### src/rtl/game_ctrl.sv
// Four-in-a-row game controller: drops pieces into a 7x6 board, scans
// the chosen column one row per cycle, then checks the mover for a win
// or a full-board draw.
module game_ctrl (
  input  logic        clk,
  input  logic        rst,
  input  logic [2:0]  col_sel,
  input  logic        drop,
  input  logic        restart,
  output logic [41:0] red_enc,
  output logic [41:0] yel_enc,
  output logic        turn,
  output logic        busy,
  output logic        illegal,
  output logic        game_over,
  output logic [1:0]  winner
);

  localparam int unsigned COLS  = 7;
  localparam int unsigned ROWS  = 6;
  localparam int unsigned CELLS = COLS * ROWS;
  localparam int unsigned IDXW  = 6;

  localparam logic [2:0]      BOTTOM_ROW = 3'd5;
  localparam logic [2:0]      BAD_COL    = 3'd7;
  localparam logic [IDXW-1:0] LAST_MOVE  = 6'd42;

  localparam logic [1:0] WIN_NONE = 2'b00;
  localparam logic [1:0] WIN_RED  = 2'b01;
  localparam logic [1:0] WIN_YEL  = 2'b10;
  localparam logic [1:0] WIN_DRAW = 2'b11;

  typedef enum logic [1:0] {
    IDLE  = 2'd0,
    SCAN  = 2'd1,
    CHECK = 2'd2,
    OVER  = 2'd3
  } state_t;

  state_t            state_q, state_d;
  logic [CELLS-1:0]  red_q, red_d;
  logic [CELLS-1:0]  yel_q, yel_d;
  logic [2:0]        row_q, row_d;
  logic [2:0]        col_q, col_d;
  logic [IDXW-1:0]   moves_q, moves_d;
  logic              turn_q, turn_d;
  logic              busy_q, busy_d;
  logic              illegal_q, illegal_d;
  logic              over_q, over_d;
  logic [1:0]        winner_q, winner_d;

  logic [IDXW-1:0]   cell_idx_c;
  logic [CELLS-1:0]  occ_c;
  logic [CELLS-1:0]  mover_c;
  logic              win_c;

  // Any horizontal, vertical or diagonal run of four set bits on a board.
  function automatic logic four_in_row(input logic [CELLS-1:0] b);
    logic            hit;
    logic [IDXW-1:0] i;
    hit = 1'b0;
    for (int unsigned r = 0; r < ROWS; r++) begin
      for (int unsigned c = 0; c < COLS; c++) begin
        i = IDXW'(r * COLS + c);
        if (c <= COLS - 4)
          hit |= b[i] & b[i + 6'd1] & b[i + 6'd2] & b[i + 6'd3];
        if (r <= ROWS - 4)
          hit |= b[i] & b[i + 6'd7] & b[i + 6'd14] & b[i + 6'd21];
        if ((r <= ROWS - 4) && (c <= COLS - 4))
          hit |= b[i] & b[i + 6'd8] & b[i + 6'd16] & b[i + 6'd24];
        if ((r <= ROWS - 4) && (c >= 3))
          hit |= b[i] & b[i + 6'd6] & b[i + 6'd12] & b[i + 6'd18];
      end
    end
    return hit;
  endfunction

  // Cell under the scan pointer, combined occupancy and the mover's board.
  always_comb begin
    cell_idx_c = IDXW'(row_q) * 6'd7 + IDXW'(col_q);
    occ_c      = red_q | yel_q;
    mover_c    = turn_q ? yel_q : red_q;
    win_c      = four_in_row(mover_c);
  end

  // Next-state and next-output logic.
  always_comb begin
    state_d   = state_q;
    red_d     = red_q;
    yel_d     = yel_q;
    row_d     = row_q;
    col_d     = col_q;
    moves_d   = moves_q;
    turn_d    = turn_q;
    illegal_d = 1'b0;
    over_d    = over_q;
    winner_d  = winner_q;

    if (restart) begin
      state_d  = IDLE;
      red_d    = '0;
      yel_d    = '0;
      row_d    = BOTTOM_ROW;
      moves_d  = '0;
      turn_d   = 1'b0;
      over_d   = 1'b0;
      winner_d = WIN_NONE;
    end else begin
      unique case (state_q)
        IDLE: begin
          if (drop) begin
            if (col_sel != BAD_COL) begin
              col_d   = col_sel;
              row_d   = BOTTOM_ROW;
              state_d = SCAN;
            end else begin
              illegal_d = 1'b1;
            end
          end
        end
        SCAN: begin
          if (!occ_c[cell_idx_c]) begin
            if (turn_q) yel_d[cell_idx_c] = 1'b1;
            else        red_d[cell_idx_c] = 1'b1;
            moves_d = moves_q + 6'd1;
            state_d = CHECK;
          end else if (row_q != 3'd0) begin
            row_d = row_q - 3'd1;
          end else begin
            illegal_d = 1'b1;
            state_d   = IDLE;
          end
        end
        CHECK: begin
          if (win_c) begin
            winner_d = turn_q ? WIN_YEL : WIN_RED;
            over_d   = 1'b1;
            state_d  = OVER;
          end else if (moves_q == LAST_MOVE) begin
            winner_d = WIN_DRAW;
            over_d   = 1'b1;
            state_d  = OVER;
          end else begin
            turn_d  = ~turn_q;
            state_d = IDLE;
          end
        end
        OVER: begin
          state_d = OVER;
        end
        default: begin
          state_d = IDLE;
        end
      endcase
    end

    busy_d = (state_d == SCAN) || (state_d == CHECK);
  end

  // State and datapath registers with synchronous reset.
  always_ff @(posedge clk) begin
    if (rst) begin
      state_q   <= IDLE;
      red_q     <= '0;
      yel_q     <= '0;
      row_q     <= BOTTOM_ROW;
      col_q     <= '0;
      moves_q   <= '0;
      turn_q    <= 1'b0;
      busy_q    <= 1'b0;
      illegal_q <= 1'b0;
      over_q    <= 1'b0;
      winner_q  <= WIN_NONE;
    end else begin
      state_q   <= state_d;
      red_q     <= red_d;
      yel_q     <= yel_d;
      row_q     <= row_d;
      col_q     <= col_d;
      moves_q   <= moves_d;
      turn_q    <= turn_d;
      busy_q    <= busy_d;
      illegal_q <= illegal_d;
      over_q    <= over_d;
      winner_q  <= winner_d;
    end
  end

  assign red_enc   = red_q;
  assign yel_enc   = yel_q;
  assign turn      = turn_q;
  assign busy      = busy_q;
  assign illegal   = illegal_q;
  assign game_over = over_q;
  assign winner    = winner_q;

endmodule

### config.mk
export PLATFORM = sky130hd
export DESIGN_NAME = game_ctrl
export DESIGN_NICKNAME = d
export VERILOG_FILES = /design/src/rtl/game_ctrl.sv
export SDC_FILE = /design/constraint.sdc
export NUM_CORES = 1
export LEC_CHECK = 0
export CAP_MARGIN = 40
export CELL_PAD_IN_SITES_DETAIL_PLACEMENT = 1
export CELL_PAD_IN_SITES_GLOBAL_PLACEMENT = 2
export CORE_MARGIN = 10
export CORE_UTILIZATION = 31
export CTS_CLUSTER_SIZE = 30
export DETAILED_ROUTE_END_ITERATION = 7
export GPL_TIMING_DRIVEN = 0
export PLACE_DENSITY = 0.9
export SYNTH_ARGS = -nofsm -noshare
export SYNTH_HDL_FRONTEND = slang
export SYNTH_SLANG_ARGS = --single-unit
export TNS_END_PERCENT = 10
### constraint.sdc
create_clock -name clk -period 4.4 [get_ports clk]
set_input_delay 0.88 -clock clk [delete_from_list [all_inputs] [get_ports clk]]
set_output_delay 0.88 -clock clk [all_outputs]
set_load 0.1 [all_outputs]
## Yosys cells after proc, flatten, opt, wreduce, memory -nomap -nowiden

Cells that the tools add are included.

| operators by class | value |
|---|---|
| $add $sub $neg | 3 |
| $mul | 1 |
| $lt $le $gt $ge | 2 |
| equal/unequal tests | 11 |
| multiplexer cells | 28 |
| bitwise operators | 283 |
| reductions and logical operators | 14 |

Operators by type and width:

| kind | number |
|---|---|
| $and 1x1->1 | 207 |
| $or 42x42->42 | 3 |
| $or 1x1->1 | 68 |
| $mux 42 | 1 |
| $mux 2 | 10 |
| $mux 3 | 4 |
| $reduce_and 3->1 | 3 |
| $mux 1 | 8 |
| $ne 2x2->1 const B | 4 |
| $pmux 2 s4 | 1 |
| $lt 6x7->1 const B | 1 |
| $add 6x1->6 const B | 1 |
| $add 6x3->6 | 1 |
| $bmux 1 s6 | 1 |
| $demux 1 s6 | 1 |
| $eq 2x2->1 const B | 3 |
| $eq 6x6->1 const B | 1 |
| $ge 6x1->1 const B | 1 |
| $mul 3x3->6 const B | 1 |
| $pmux 3 s2 | 1 |
| $not 1->1 | 5 |
| $reduce_and 5->1 | 1 |
| $eq 2x1->1 const B | 2 |
| $reduce_and 2->1 | 2 |
| 10 further kinds | 11 |

| word-level totals | value |
|---|---|
| flip-flop bits (word level) | 104 |
| bits of input ports | 7 |
| logic and storage cells | 353 |

## Longest topological paths before layout

Gate-level depths: netlist of the first run.

| depth | value |
|---|---|
| depth after elaboration | 77 |
| gate-level depth with buffers | 19 |
| mapped depth without buffers | 15 |

## Worst setup path before layout of the first run

No wires, ideal clock.

| timing | value |
|---|---|
| path type | register to register |
| start | reg row_q[0] |
| end | reg yel_q[32], in the netlist yel_enc[32] |
| arrival time | 3.945 ns |
| setup slack | 0.327 ns |
| stages on the path, launching flop included | 18 |
| period minus slack after synthesis | 4.073 ns |
| path through | dfxtp_1 > fa_1 > inv_1 > fa_1 > fa_1 > buf_2 > nor3b_1 > buf_2 > a22oi_1 > o311ai_0 > o211ai_1 > o2111ai_2 > and3_1 > buf_6 > and3_1 > buf_6 > a21oi_1 > nor2_1 |

| on the way | value |
|---|---|
| longest elaborated chain between the ends | 7 |

RTL lines:

| element | line | source |
|---|---|---|
| from (decl) | 43 | `logic [2:0] row_q, row_d;` |
| from (signal assigned) | 178 | `row_q <= row_d;` |
| $mul 3x3->6 * | 80 | `cell_idx_c = IDXW'(row_q) * 6'd7 + IDXW'(col_q);` |
| $add 6x3->6 * | 80 |  |
| $lt 6x7->1 (not written as such) or $ge 6x1->1 (tied branches) | 123 | `if (turn_q) yel_d[cell_idx_c] = 1'b1;` |
| $logic_and 1x1->1 (not written as such) | 123 |  |
| $mux 1 (not written as such) | 123 |  |
| $demux 1 s6 | 123 |  |
| $or 42x42->42 (no source line) | n/a |  |
| to (signal assigned) | 177 | `yel_q <= yel_d;` |
| to (decl) | 42 | `logic [CELLS-1:0] yel_q, yel_d;` |

Mark *: on every way between the ends. The rest lies on a longest branch, timed or not. The select of a mux whose other input is x is not followed.
A chain may end at the register's enable or synchronous reset.

## Worst setup path in the final report of the first run

| timing | value |
|---|---|
| start | reg row_q[2] |
| end | reg busy_q, in the netlist busy |

| on the way | value |
|---|---|
| longest elaborated chain between the ends | 9 |

RTL lines:

| element | line | source |
|---|---|---|
| $mul 3x3->6 | 80 |  |
| $add 6x3->6 | 80 |  |
| $bmux 1 s6 | 122 | `if (!occ_c[cell_idx_c]) begin` |
| $mux 1 (not written as such) | 122 |  |
| $mux 2 * | 122 |  |
| $pmux 2 s4 * | 109 | `unique case (state_q)` |
| $mux 2 * | 99 | `if (restart) begin` |
| $eq 2x1->1 or $eq 2x2->1 (tied branches) | 157 | `busy_d = (state_d == SCAN) \|\| (state_d == CHECK);` |
| $logic_or 1x1->1 * | 157 |  |
| to (signal assigned) | 182 | `busy_q <= busy_d;` |
| to (decl) | 47 | `logic busy_q, busy_d;` |

Marked as above.

==> metrics.txt, run 1 <==
# TYPE chip_impl_metric gauge
chip_impl_info{name="clock_root_buffer_master",value="sky130_fd_sc_hd__clkbuf_16"} 1
chip_impl_metric{name="vdd_drop_max",unit="V"} 0.000179
chip_impl_metric{name="num-nets-final",unit=""} 1016
chip_impl_metric{name="cp_num_cells",unit=""} 15
chip_impl_metric{name="tns",unit="ps"} -700
chip_impl_metric{name="dp.cells",unit=""} 1221
chip_impl_metric{name="stdcell_count",unit=""} 1256
chip_impl_metric{name="synth_nets",unit=""} 800
chip_impl_metric{name="drc",unit=""} 0
chip_impl_metric{name="leakage",unit="nW"} 3.34
chip_impl_metric{name="setup-violations-final",unit=""} 26
chip_impl_metric{name="share_of_the_synthesized_area_in_the_top_cell_type",unit="%"} 35.0
chip_impl_metric{name="postLayoutCoreUtil",unit="%"} 50.3
chip_impl_metric{name="period_minus_slack",unit="ps"} 4490
chip_impl_metric{name="yosysWarnings",unit=""} 0
chip_impl_info{name="worst_setup_path_start_kind",value="register"} 1
chip_impl_metric{name="cts_buffer_count",unit=""} 9
chip_impl_info{name="crit_path_cell_trace",value="fa_1, inv_1, fa_2, fa_2, and3b_2, buf_8, a22oi_2, nand4_1, a22oi_2, o2111ai_4, buf_6, or2_4, a32o_2, xor2_1, nor2_1"} 1
chip_impl_metric{name="synth_seq_cells",unit=""} 104
chip_impl_info{name="endpoint_kind",value="register"} 1
chip_impl_metric{name="clock_latency",unit="ps"} 380
chip_impl_metric{name="global_route_wire_length_before_repair",unit="mm"} 48.0
chip_impl_info{name="rsz_0062_raised_after_global_routing",value="yes"} 1
chip_impl_metric{name="buffer_ports.inserted",unit=""} 96
chip_impl_metric{name="fmax_achieved",unit="MHz"} 223
chip_impl_metric{name="floorplan.die.width",unit="um"} 159
chip_impl_info{name="tritoncts",value="built"} 1
chip_impl_metric{name="required_time_worst_endpoint",unit="ps"} 4670
chip_impl_metric{name="number_of_cells_produced_by_synthesis",unit=""} 775
chip_impl_metric{name="floorplan.core_area",unit="um2"} 18800
chip_impl_metric{name="crit_fanout",unit=""} 8
chip_impl_info{name="crit_path_max_delay_family",value="adder cells"} 1
chip_impl_metric{name="clock_pin_slew_of_the_registers_on_the_worst_case_setup_and_hold_paths",unit="ps"} 90
chip_impl_metric{name="r2r_slack",unit="ps"} -90
chip_impl_metric{name="routed-via-count",unit=""} 7412
chip_impl_metric{name="postLayoutSetupSlackWorst",unit="ps"} -85.0
chip_impl_metric{name="cts_hold_buffers",unit=""} 0
chip_impl_info{name="most_frequently_used_cell_type_in_the_post_synthesis_netlist",value="sky130_fd_sc_hd__nor2_1"} 1
chip_impl_metric{name="clock_sink_count",unit=""} 104
chip_impl_metric{name="dp_hpwl",unit="mm"} 24.6
chip_impl_info{name="hold_path_end",value="col_q[2]"} 1
chip_impl_metric{name="worst-endpoint-arrival",unit="ps"} 4750
chip_impl_info{name="critical_path_type",value="register to register"} 1
chip_impl_info{name="run_status",value="finished, violations left"} 1
chip_impl_metric{name="synth.cell_area",unit="um2"} 5960
chip_impl_info{name="worst_r2r_startpoint",value="row_q[2]"} 1
chip_impl_metric{name="grt_overflow_total",unit=""} 0
chip_impl_metric{name="fin_worst_skew",unit="ps"} 11.5
chip_impl_metric{name="power.density_cell_area",unit="nW/um2"} 252
chip_impl_metric{name="routedWlPerCell",unit="um"} 26.4
chip_impl_metric{name="drtIter0Drc",unit=""} 699
chip_impl_info{name="synth.top_cells.by_area",value="sky130_fd_sc_hd__dfxtp_1 (35%), sky130_fd_sc_hd__nor2_1 (9.6%), sky130_fd_sc_hd__a21oi_1 (7.4%), sky130_fd_sc_hd__nand4_1 (3.9%), sky130_fd_sc_hd__nand3_1 (3.3%)"} 1
chip_impl_metric{name="synth_enable_flop_cells",unit=""} 0
chip_impl_metric{name="via_count_of_the_first_global_routing_pass",unit=""} 7558
chip_impl_metric{name="layout-drive-gt1-share",unit="%"} 21.3
chip_impl_metric{name="timing.critical_path.slowest_cell_delay",unit="ps"} 660
chip_impl_metric{name="viasPerCell",unit=""} 5.90
chip_impl_metric{name="antenna_cells_inserted",unit=""} 0
chip_impl_metric{name="timing.slew.headroom",unit="%"} 41.8
chip_impl_metric{name="filler_cell_count",unit=""} 2172
chip_impl_info{name="critical_path.slowest_cell",value="sky130_fd_sc_hd__fa_2"} 1
chip_impl_metric{name="layout_area_growth_over_synthesis",unit="%"} 59.0
chip_impl_metric{name="starting_density",unit="%"} 31.6
chip_impl_metric{name="rows",unit=""} 50
chip_impl_metric{name="grt_util_all_layers",unit="%"} 25.7
chip_impl_metric{name="final_antenna_net_count",unit=""} 0
chip_impl_info{name="ys_dominant_reg_cell",value="sky130_fd_sc_hd__dfxtp_1"} 1
chip_impl_metric{name="max_cap_viol_count",unit=""} 0
chip_impl_metric{name="ys_async_sr_fraction",unit="%"} 0
chip_impl_metric{name="final_min_period_over_clock_period",unit="%"} 102
chip_impl_metric{name="wl",unit="mm"} 33.2
chip_impl_info{name="top_post_synthesis_cells_by_count",value="sky130_fd_sc_hd__nor2_1 (153), sky130_fd_sc_hd__dfxtp_1 (104), sky130_fd_sc_hd__a21oi_1 (88)"} 1
chip_impl_metric{name="seq_area_frac_synth",unit="%"} 35.0
chip_impl_metric{name="final-max-slew-violation-count",unit=""} 0
chip_impl_metric{name="min_path_cells",unit=""} 2
chip_impl_metric{name="tightestPinTransition",unit="ps"} 871
chip_impl_metric{name="pin_count_of_the_biggest_net_entering_global_routing",unit=""} 23
chip_impl_metric{name="cts_buffer_depth",unit=""} 2
chip_impl_metric{name="pin_count",unit=""} 97
chip_impl_info{name="failed_checks",value="negative setup slack"} 1
chip_impl_info{name="synth_largest_area_cell",value="sky130_fd_sc_hd__dfxtp_1"} 1
chip_impl_metric{name="finalWeightedCongestion",unit=""} 1.00
chip_impl_metric{name="synthesis.area_per_instance",unit="um2"} 7.69
chip_impl_metric{name="detail_route.first_pass.iterations",unit=""} 5
chip_impl_metric{name="die_area",unit="um2"} 25200
chip_impl_info{name="worst_reg2reg_endpoint",value="busy"} 1
chip_impl_metric{name="htreeDepth",unit=""} 3
chip_impl_metric{name="r2r.worst_path.cells",unit=""} 15
chip_impl_metric{name="die-height",unit="um"} 159
chip_impl_info{name="worst_hold_path_type",value="register to register"} 1
chip_impl_metric{name="distinct_cells_synth",unit=""} 58
chip_impl_metric{name="finalHoldViolations",unit=""} 0
chip_impl_metric{name="antenna_found_initial",unit=""} 0
chip_impl_metric{name="worst-path-buf-inv",unit=""} 3
chip_impl_info{name="worstHoldStart",value="col_q[2]"} 1
chip_impl_metric{name="whs",unit="ps"} 501
## flip-flops by register name, indices dropped and copies added, names as in the netlist
signal,flops
red_enc,42
yel_enc,42
moves_q,6
col_q,3
row_q,3
state_q,2
winner,2
busy,1
game_over,1
illegal,1
turn,1
## routing by layer
layer  global-route usage (%)  routed length [um]  share of wire, %
met5                        0                   0                 0
met4                     11.5                1460               4.4
met3                     5.67                2980               9.0
met2                     43.0               16000                48
met1                     30.7               12800                39
## how the worst max path moves through the flow
stage                   from          end  slack (ps)
detailed placement  row_q[2]  red_enc[18]        -720
CTS                 row_q[0]         busy         -70
floorplan           row_q[0]  yel_enc[32]         330
global route        row_q[2]         busy        -210
finish              row_q[2]         busy         -90
global placement    row_q[1]  red_enc[23]        -630
## report_power, final
part,total [mW],switching (mW),internal (mW)
clock network,0.880,0.465,0.415
registers,0.953,0.00732,0.945
logic,0.559,0.320,0.239
total,2.39,0.792,1.60
## cell type report
type	count	area, um2	area share (%)
clock buffers	9	225	2.38
plain buffers	58	337	3.55
repair buffers	209	2630	27.7
flip-flops and latches	104	2090	22.1
inverters	13	48.8	0.515
clock inverters	7	88.8	0.938
well taps	260	325	3.43
multi-input cells	596	3730	39.4
## repair_timing
| item | 4_1_cts | 5_1_grt |
|---|---|---|
| resized for setup | 35 | 46 |
| hold endpoints to repair | 0 | 0 |
| buffers inserted | 6 | 17 |
| setup endpoints to repair | 97 | 90 |
| pin swaps | 4 | 14 |
## cell families (layout without fill, tap and decap cells)
| family | after synthesis | in the layout | share of synthesized area [%] |
|---|---|---|---|
| muxes | 13 | 13 | 2.23 |
| adders and majority gates | 18 | 18 | 4.28 |
| AOI/OAI and AO/OA | 211 | 211 | 22.9 |
| xor gates and xnor gates | 12 | 12 | 1.76 |
| buffers and inverters | 75 | 296 | 5.90 |
| DFF | 104 | 104 | 35.0 |
| and+or+nand+nor | 342 | 342 | 28.0 |
## worst register-to-register path, cell delays in order, from the launching register on
cell and delay [ps]:
sky130_fd_sc_hd__dfxtp_4 360, sky130_fd_sc_hd__fa_1 530, sky130_fd_sc_hd__inv_1 50, sky130_fd_sc_hd__fa_2 440, sky130_fd_sc_hd__fa_2 660, sky130_fd_sc_hd__and3b_2 280
sky130_fd_sc_hd__buf_8 160, sky130_fd_sc_hd__a22oi_2 200, sky130_fd_sc_hd__nand4_1 270, sky130_fd_sc_hd__a22oi_2 360, sky130_fd_sc_hd__o2111ai_4 190, sky130_fd_sc_hd__buf_6 170
sky130_fd_sc_hd__or2_4 220, sky130_fd_sc_hd__a32o_2 240, sky130_fd_sc_hd__xor2_1 200, sky130_fd_sc_hd__nor2_1 70
## stage by stage
step | setup WS [ps] | area [um2] | power, mW
after global placement | -629 | 7240 | 1.35
after CTS | -69.0 | 9190 | 2.28
after floorplan | 327 | 5960 | 1.23
final | -85.0 | 9470 | 2.39
after global routing | -211 | 9470 | 2.46
after detailed placement | -718 | 8710 | 1.37
## placed cells by master (no fill, tap or decap), types with 18 or more instances in the layout
master and n:
sky130_fd_sc_hd__a21oi_1 67, sky130_fd_sc_hd__a21oi_2 22, sky130_fd_sc_hd__buf_4 28, sky130_fd_sc_hd__buf_8 83
sky130_fd_sc_hd__clkbuf_1 30, sky130_fd_sc_hd__clkdlybuf4s50_1 96, sky130_fd_sc_hd__dfxtp_1 101, sky130_fd_sc_hd__nand2_1 29
sky130_fd_sc_hd__nand3_1 38, sky130_fd_sc_hd__nand4_1 37, sky130_fd_sc_hd__nor2_1 153, sky130_fd_sc_hd__o21a_1 25
sky130_fd_sc_hd__o21ai_0 18
(Power assumes the default switching activity.)
==> inputs of run 2 (changes only) <==
--- a/config.mk
+++ b/config.mk
@@ -14,6 +14,7 @@
 export DETAILED_ROUTE_END_ITERATION = 7
 export GPL_TIMING_DRIVEN = 0
 export PLACE_DENSITY = 0.9
+export SLEW_MARGIN = 0
 export SYNTH_ARGS = -nofsm -noshare
 export SYNTH_HDL_FRONTEND = slang
 export SYNTH_SLANG_ARGS = --single-unit
==> results of run 2 <==
Same layout as run 1: the final DEF is identical, and so are final timing and power.
